**config.mk**
```make
export PLATFORM = sky130hd
export DESIGN_NAME = lsu_stage
export DESIGN_NICKNAME = d
export VERILOG_FILES = /design/src/rtl/lsu_pkg.sv /design/src/rtl/lsu_load_align.sv /design/src/rtl/lsu_stage.sv
export SDC_FILE = /design/constraint.sdc
export NUM_CORES = 1
export LEC_CHECK = 0
export ABC_AREA = 1
export ABC_CLOCK_PERIOD_IN_PS = 1470
export CAP_MARGIN = 20
export CORE_MARGIN = 1.5
export CORE_UTILIZATION = 40
export CTS_CLUSTER_SIZE = 10
export DETAILED_ROUTE_END_ITERATION = 10
export PLACE_DENSITY_LB_ADDON = 0.05
export SYNTH_ARGS = -nofsm -noshare
export SYNTH_HDL_FRONTEND = slang
export SYNTH_SLANG_ARGS = --single-unit
```
**constraint.sdc**
```tcl
create_clock -name clk -period 1.47 [get_ports clk]
set_input_delay 0.3675 -clock clk [delete_from_list [all_inputs] [get_ports clk]]
set_output_delay 0.3675 -clock clk [all_outputs]
set_load 0.01 [all_outputs]
```
**src/rtl/lsu_pkg.sv**
```systemverilog
// Shared definitions for the load/store stage: funct3 codes, FSM state
// encodings, byte-mask widths and the access-size helpers used to form
// store lanes and detect misaligned accesses.
package lsu_pkg;

    localparam logic [2:0] F3_B  = 3'b000;
    localparam logic [2:0] F3_H  = 3'b001;
    localparam logic [2:0] F3_W  = 3'b010;
    localparam logic [2:0] F3_BU = 3'b100;
    localparam logic [2:0] F3_HU = 3'b101;

    localparam int STATE_W = 2;
    localparam logic [STATE_W-1:0] S_IDLE = 2'd0;
    localparam logic [STATE_W-1:0] S_REQ  = 2'd1;
    localparam logic [STATE_W-1:0] S_WAIT = 2'd2;

    localparam int MASK_W = 4;
    localparam logic [MASK_W-1:0] MASK_NONE = 4'b0000;
    localparam logic [MASK_W-1:0] MASK_BYTE = 4'b0001;
    localparam logic [MASK_W-1:0] MASK_HALF = 4'b0011;
    localparam logic [MASK_W-1:0] MASK_WORD = 4'b1111;

    typedef enum logic [1:0] {
        SZ_BYTE = 2'd0,
        SZ_HALF = 2'd1,
        SZ_WORD = 2'd2
    } access_size_e;

    // Loads treat the unsigned variants as byte/half; anything unknown is a word.
    function automatic access_size_e load_size(input logic [2:0] f3);
        case (f3)
            F3_B, F3_BU: return SZ_BYTE;
            F3_H, F3_HU: return SZ_HALF;
            default:     return SZ_WORD;
        endcase
    endfunction

    // Stores only know SB and SH; every other code writes a full word.
    function automatic access_size_e store_size(input logic [2:0] f3);
        case (f3)
            F3_B:    return SZ_BYTE;
            F3_H:    return SZ_HALF;
            default: return SZ_WORD;
        endcase
    endfunction

    function automatic logic is_misaligned(input access_size_e sz, input logic [1:0] a);
        case (sz)
            SZ_HALF: return a[0];
            SZ_WORD: return (a != 2'b00);
            default: return 1'b0;
        endcase
    endfunction

    // Half accesses ignore a[0] so the mask always lands on a half boundary.
    function automatic logic [MASK_W-1:0] store_mask(input access_size_e sz, input logic [1:0] a);
        case (sz)
            SZ_BYTE: return MASK_BYTE << a;
            SZ_HALF: return MASK_HALF << {a[1], 1'b0};
            default: return MASK_WORD;
        endcase
    endfunction

    // Replicate the low bytes across all lanes so memory can pick any lane.
    function automatic logic [31:0] store_lanes(input access_size_e sz, input logic [31:0] data);
        case (sz)
            SZ_BYTE: return {4{data[7:0]}};
            SZ_HALF: return {2{data[15:0]}};
            default: return data;
        endcase
    endfunction

endpackage

```
**src/rtl/lsu_load_align.sv**
```systemverilog
// Load data alignment: selects the addressed byte or half of the raw memory
// word and sign- or zero-extends it according to funct3. Purely combinational.
module lsu_load_align
    import lsu_pkg::*;
(
    input  logic [2:0]  funct3,
    input  logic [1:0]  a,
    input  logic [31:0] rdata,
    output logic [31:0] data
);

    logic [7:0]  byte_sel;
    logic [15:0] half_sel;

    // Pick the lane addressed by a, then extend to 32 bits.
    always_comb begin
        byte_sel = rdata[{a, 3'b000} +: 8];
        half_sel = a[1] ? rdata[31:16] : rdata[15:0];
        case (funct3)
            F3_B:    data = {{24{byte_sel[7]}}, byte_sel};
            F3_BU:   data = {24'd0, byte_sel};
            F3_H:    data = {{16{half_sel[15]}}, half_sel};
            F3_HU:   data = {16'd0, half_sel};
            default: data = rdata;
        endcase
    end

endmodule

```
**src/rtl/lsu_stage.sv**
```systemverilog
// RV32I memory stage. Passes non-memory results straight to writeback, and
// runs a request/response handshake with data memory for loads and stores,
// holding off execute while an access is outstanding.
// Optional build macro: LSU_MISALIGN_TRAP_EN -- when defined, misaligned
// half/word accesses retire immediately with misalign_exc set instead of
// being silently aligned.
module lsu_stage
    import lsu_pkg::*;
#(
    parameter int ADDR_W = 32
)
(
    input  logic              clk,
    input  logic              rst,
    input  logic              ex_valid,
    output logic              ex_ready,
    input  logic [31:0]       alu_out,
    input  logic [31:0]       store_data,
    input  logic [2:0]        funct3,
    input  logic              is_load,
    input  logic              is_store,
    input  logic              ex_we,
    input  logic [4:0]        ex_rd,
    output logic              mem_req_valid,
    input  logic              mem_req_ready,
    output logic [ADDR_W-1:0] mem_req_addr,
    output logic [31:0]       mem_req_wdata,
    output logic [3:0]        mem_req_wmask,
    input  logic              mem_resp_valid,
    input  logic [31:0]       mem_resp_rdata,
    output logic              wb_valid,
    output logic              wb_we,
    output logic [4:0]        wb_rd,
    output logic [31:0]       wb_data,
    output logic              misalign_exc
);

    logic [STATE_W-1:0] state;
    logic [2:0]         f3_q;
    logic [1:0]         a_q;
    logic [4:0]         rd_q;
    logic               load_q;
    logic               accept;
    logic               mem_op;
    logic               misaligned;
    access_size_e       sz;
    logic [31:0]        load_data;

    assign ex_ready      = (state == S_IDLE) && !rst;
    assign accept        = ex_valid && ex_ready;
    assign mem_op        = is_load || is_store;
    assign mem_req_valid = (state == S_REQ);
    assign sz            = is_load ? load_size(funct3) : store_size(funct3);

`ifdef LSU_MISALIGN_TRAP_EN
    assign misaligned = mem_op && is_misaligned(sz, alu_out[1:0]);

    // Exception flag travels with the immediate retire beat of a trapped access.
    always_ff @(posedge clk) begin
        if (rst) begin
            misalign_exc <= 1'b0;
        end else begin
            misalign_exc <= accept && misaligned;
        end
    end
`else
    assign misaligned   = 1'b0;
    assign misalign_exc = 1'b0;
`endif

    lsu_load_align u_load_align (
        .funct3 (f3_q),
        .a      (a_q),
        .rdata  (mem_resp_rdata),
        .data   (load_data)
    );

    // Main control: accept from execute, sequence the memory handshake, and
    // produce exactly one single-cycle writeback beat per retired instruction.
    always_ff @(posedge clk) begin
        if (rst) begin
            state         <= S_IDLE;
            f3_q          <= 3'd0;
            a_q           <= 2'd0;
            rd_q          <= 5'd0;
            load_q        <= 1'b0;
            mem_req_addr  <= '0;
            mem_req_wdata <= 32'd0;
            mem_req_wmask <= MASK_NONE;
            wb_valid      <= 1'b0;
            wb_we         <= 1'b0;
            wb_rd         <= 5'd0;
            wb_data       <= 32'd0;
        end else begin
            wb_valid <= 1'b0;
            case (state)
                S_IDLE: begin
                    if (accept) begin
                        if (!mem_op) begin
                            wb_valid <= 1'b1;
                            wb_we    <= ex_we && (ex_rd != 5'd0);
                            wb_rd    <= ex_rd;
                            wb_data  <= alu_out;
                        end else if (misaligned) begin
                            wb_valid <= 1'b1;
                            wb_we    <= 1'b0;
                            wb_rd    <= ex_rd;
                            wb_data  <= alu_out;
                        end else begin
                            f3_q          <= funct3;
                            a_q           <= alu_out[1:0];
                            rd_q          <= ex_rd;
                            load_q        <= is_load;
                            mem_req_addr  <= {alu_out[ADDR_W-1:2], 2'b00};
                            mem_req_wdata <= store_lanes(sz, store_data);
                            mem_req_wmask <= is_load ? MASK_NONE : store_mask(sz, alu_out[1:0]);
                            state         <= S_REQ;
                        end
                    end
                end
                S_REQ: begin
                    if (mem_req_ready) begin
                        if (load_q) begin
                            state <= S_WAIT;
                        end else begin
                            wb_valid <= 1'b1;
                            wb_we    <= 1'b0;
                            wb_rd    <= rd_q;
                            wb_data  <= 32'd0;
                            state    <= S_IDLE;
                        end
                    end
                end
                S_WAIT: begin
                    if (mem_resp_valid) begin
                        wb_valid <= 1'b1;
                        wb_we    <= (rd_q != 5'd0);
                        wb_rd    <= rd_q;
                        wb_data  <= load_data;
                        state    <= S_IDLE;
                    end
                end
                default: state <= S_IDLE;
            endcase
        end
    end

endmodule
```
==> results.py <==
metrics = {
    "outcome": {
        "status": "finished with violations",
        "failed_checks": "negative setup slack",
    },
    "die": {
        "die-area_sq_um": 15400,
        "chipWidth_um": 124,
        "io_pins": 222,
        "coreArea_sq_um": 14400,
        "start_util_pct": 40.7,
        "die_height_um": 124,
        "rows": 44,
    },
    "clock_network": {
        "path_clk_slew_ns": 0.06,
        "clock-sinks": 118,
        "cts_made_buffers": 17,
        "clk_latency_ns": 0.43,
        "cts_tree": "done",
        "cts_root_buf": "clkbuf_16",
        "cts_buffer_depth": 2,
        "cts_max_level": 4,
    },
    "timing": {
        "fin_ws_ns": -0.232,
        "clock.fmax_mhz": 588,
        "min_period_ns": 1.70,
        "finalClockSkew_ns": 0.00944,
        "period_share_pct": 116,
        "setup_violations": 118,
        "grt_setup_unrepaired": "yes",
        "hold_viol": 0,
        "drv_slew": 0,
    },
    "hold_path": {
        "holdPathStages": 3,
        "holdPathEnd": "load_q",
        "holdCritPathClass": "input port to register",
        "min_from": "is_load",
    },
    "global_routing": {
        "grt_pass1_wl_um": 33600,
        "overflow": 0,
        "antenna_found_initial": 0,
        "grt_usage_pct": 27.3,
        "grt_max_degree": 58,
        "grt_pass1_vias": 6602,
    },
    "logic_synthesis": {
        "synth_top_area_share_pct": 40.2,
        "yosys_warnings": 0,
        "synth_area_sq_um": 5880,
        "yosys-top-cells-area": "dfxtp_1 (40%), nand2_1 (14%), nor2_1 (9.8%)",
        "syn_inst": 928,
        "ys_ff_latch": 118,
        "ys_seq_area_share_pct": 40.2,
        "yosys.area.top_type": "dfxtp_1",
        "synth.avg_cell_area_sq_um": 6.33,
        "synth.distinct_cells": 28,
    },
    "finish": {
        "antennaDiodeCount": 0,
        "fin_cells": 1432,
        "synthToLayoutAreaGrowth_pct": 84.0,
        "final_area_sq_um": 10800,
        "final_nets": 1352,
        "layout-drive-gt1-share_pct": 25.7,
        "fin_util_pct": 74.9,
    },
    "routing": {
        "wl_um": 22800,
        "vias_per_cell": 4.89,
        "ant_nets": 0,
        "drt_iter0_markers": 298,
        "wl_per_cell_um": 15.9,
        "post-route-drc-count": 0,
        "first_pass_iters": 5,
        "vias": 7005,
    },
    "place": {
        "dp.cells": 1355,
        "io_buffers": 218,
        "gp_congestion": 0.873,
        "dp_hpwl_um": 14000,
        "placed_area_sq_um": 8820,
    },
    "power": {
        "swShare_pct": 36.1,
        "vdd_drop_max_uv": 953,
        "internal-power_w": 0.0110,
        "power_frac_seq_pct": 24.8,
        "p_switching_w": 0.00621,
        "combPwrFrac_pct": 47.2,
        "p_clk_share_pct": 28.0,
        "p_leak_nw": 5.21,
        "p_total_w": 0.0172,
        "p_per_area_nw_per_um2": 1590,
    },
    "setup_path": {
        "crit_path_start_kind": "register",
        "setup.worst_path.end_class": "register",
        "required_ns": 1.78,
        "r2r_end": "wb_data[26]",
        "cp_data_arrival_time_ns": 2.01,
        "reg2reg_slack_ns": -0.23,
        "r2r_cells": 9,
        "worstReg2RegStart": "state[0]",
        "worst-setup-path-type": "register to register",
        "cp_max_fo": 18,
    },
    "flow_run": {
        "drv_cap": 0,
    },
}
-- registers in the layout, indices dropped and copies added (netlist names) --
name           count
a_q                2
f3_q               3
load_q             1
mem_req_addr      30
mem_req_wdata     32
mem_req_wmask      4
rd_q               5
state              2
wb_data           32
wb_rd              5
wb_valid           1
wb_we              1
-- synthesized netlist by cell type --
cell type	n
a21oi_1	110
a311oi_1	1
a31oi_1	3
buf_1	2
buf_2	19
buf_4	5
buf_6	2
clkbuf_1	26
clkinv_1	1
conb_1	1
dfxtp_1	118
ha_1	5
inv_1	113
inv_2	6
nand2_1	219
nand2_2	1
nand2_4	2
nand3_1	22
nand3_2	1
nand3b_1	2
nand4_1	1
nor2_1	154
nor2_2	1
nor2_4	1
o21ai_0	108
o21ai_1	1
o21ai_2	2
o21bai_1	1
-- worst max path at each step --
stage | slack [ns] | startpoint | to | depth (start not counted)
CTS | -0.19 | state[1] | ex_ready | 5
global placement | -0.44 | rst | ex_ready | 3
global route | -0.29 | state[1] | mem_req_wdata[10] | 12
detailed placement | -0.46 | rst | mem_req_addr[28] | 7
finish | -0.23 | state[0] | wb_data[26] | 9
floorplan | -0.01 | state[0] | wb_data[12] | 8
-- power by group through the flow --
| stage | combinational, W | clock, W | sequential, W |
|---|---|---|---|
| finish | 0.00814 | 0.00482 | 0.00427 |
| global route | 0.00874 | 0.00500 | 0.00435 |
| CTS | 0.00743 | 0.00486 | 0.00421 |
| detailed placement | 0.00590 | 0 | 0.00426 |
| global placement | 0.00585 | 0 | 0.00425 |
| floorplan | 0.00285 | 0 | 0.00453 |
-- routing by layer --
layer / track usage (%) / part of all wire (%)
met3: 9.87 / 7.0
met2: 45.4 / 49
met4: 9.74 / 2.2
met1: 32.4 / 42
met5: 0 / 0
-- what timing repair did --
item | in CTS | in global routing
pin swaps | 11 | 29
resized for setup | 280 | 145
gates cloned | 13 | 10
endpoints found under the setup margin | 222 | 122
hold buffers | 0 | 0
buffers inserted | 18 | 14
-- logic make-up (layout without fill, tap and decap cells) --
kind of cell,Yosys count,in the layout,synth area share (%)
AO/OA/AOI/OAI,226,226,19.5
adder cells (fa/ha/maj),5,5,1.06
buffers and inverters,174,491,12.1
flip-flops,118,118,40.2
other,1,3,0.0638
AND/OR/NAND/NOR,404,405,27.0
-- metrics by stage --
step	hold slack, ns	TNS [ns]	worst slack (ns)
final	0.349	-16.80	-0.232
after global routing	0.358	-23.60	-0.293
after CTS	0.457	-13.73	-0.189
after detailed placement	0.450	-42.85	-0.463
after global placement	0.446	-39.71	-0.440
after floorplan	0.454	-0.262	-0.0129
-- area by class of cell --
type / instances / area (sq um)
fillers: 1104 / 3610
flip-flops and latches: 118 / 2370
clock buffers: 24 / 482
well taps: 184 / 230
multi-input cells: 639 / 3480
clock inverters: 8 / 193
repair buffers: 339 / 3570
inverters: 120 / 480
-- worst max-delay path: stages (launching register included) --
cell	delay [ns]
dfxtp_2	0.33
inv_4	0.09
ha_4	0.15
buf_6	0.10
nand3_4	0.10
o21ai_4	0.21
nand2_4	0.17
buf_12	0.21
nor2_1	0.15
a21oi_2	0.08
-- placed cells by master, fill, tap and decap left out, types with 5 or more instances in the layout --
master / n
bufinv_16: 6
nor2_4: 9
buf_12: 23
nor2_2: 30
nand3_1: 22
clkbuf_16: 26
nand2_2: 25
o21ai_2: 32
inv_1: 109
o21ai_0: 40
nand2_4: 11
clkdlybuf4s50_1: 110
clkdlybuf4s15_1: 7
a21oi_1: 83
dfxtp_2: 5
dlygate4sd2_1: 95
inv_2: 6
nor2_1: 117
buf_6: 22
buf_4: 62
o21ai_4: 9
nand2_1: 185
o21ai_1: 30
dfxtp_1: 113
a21oi_2: 27
Power figures use the tool's default switching activity.
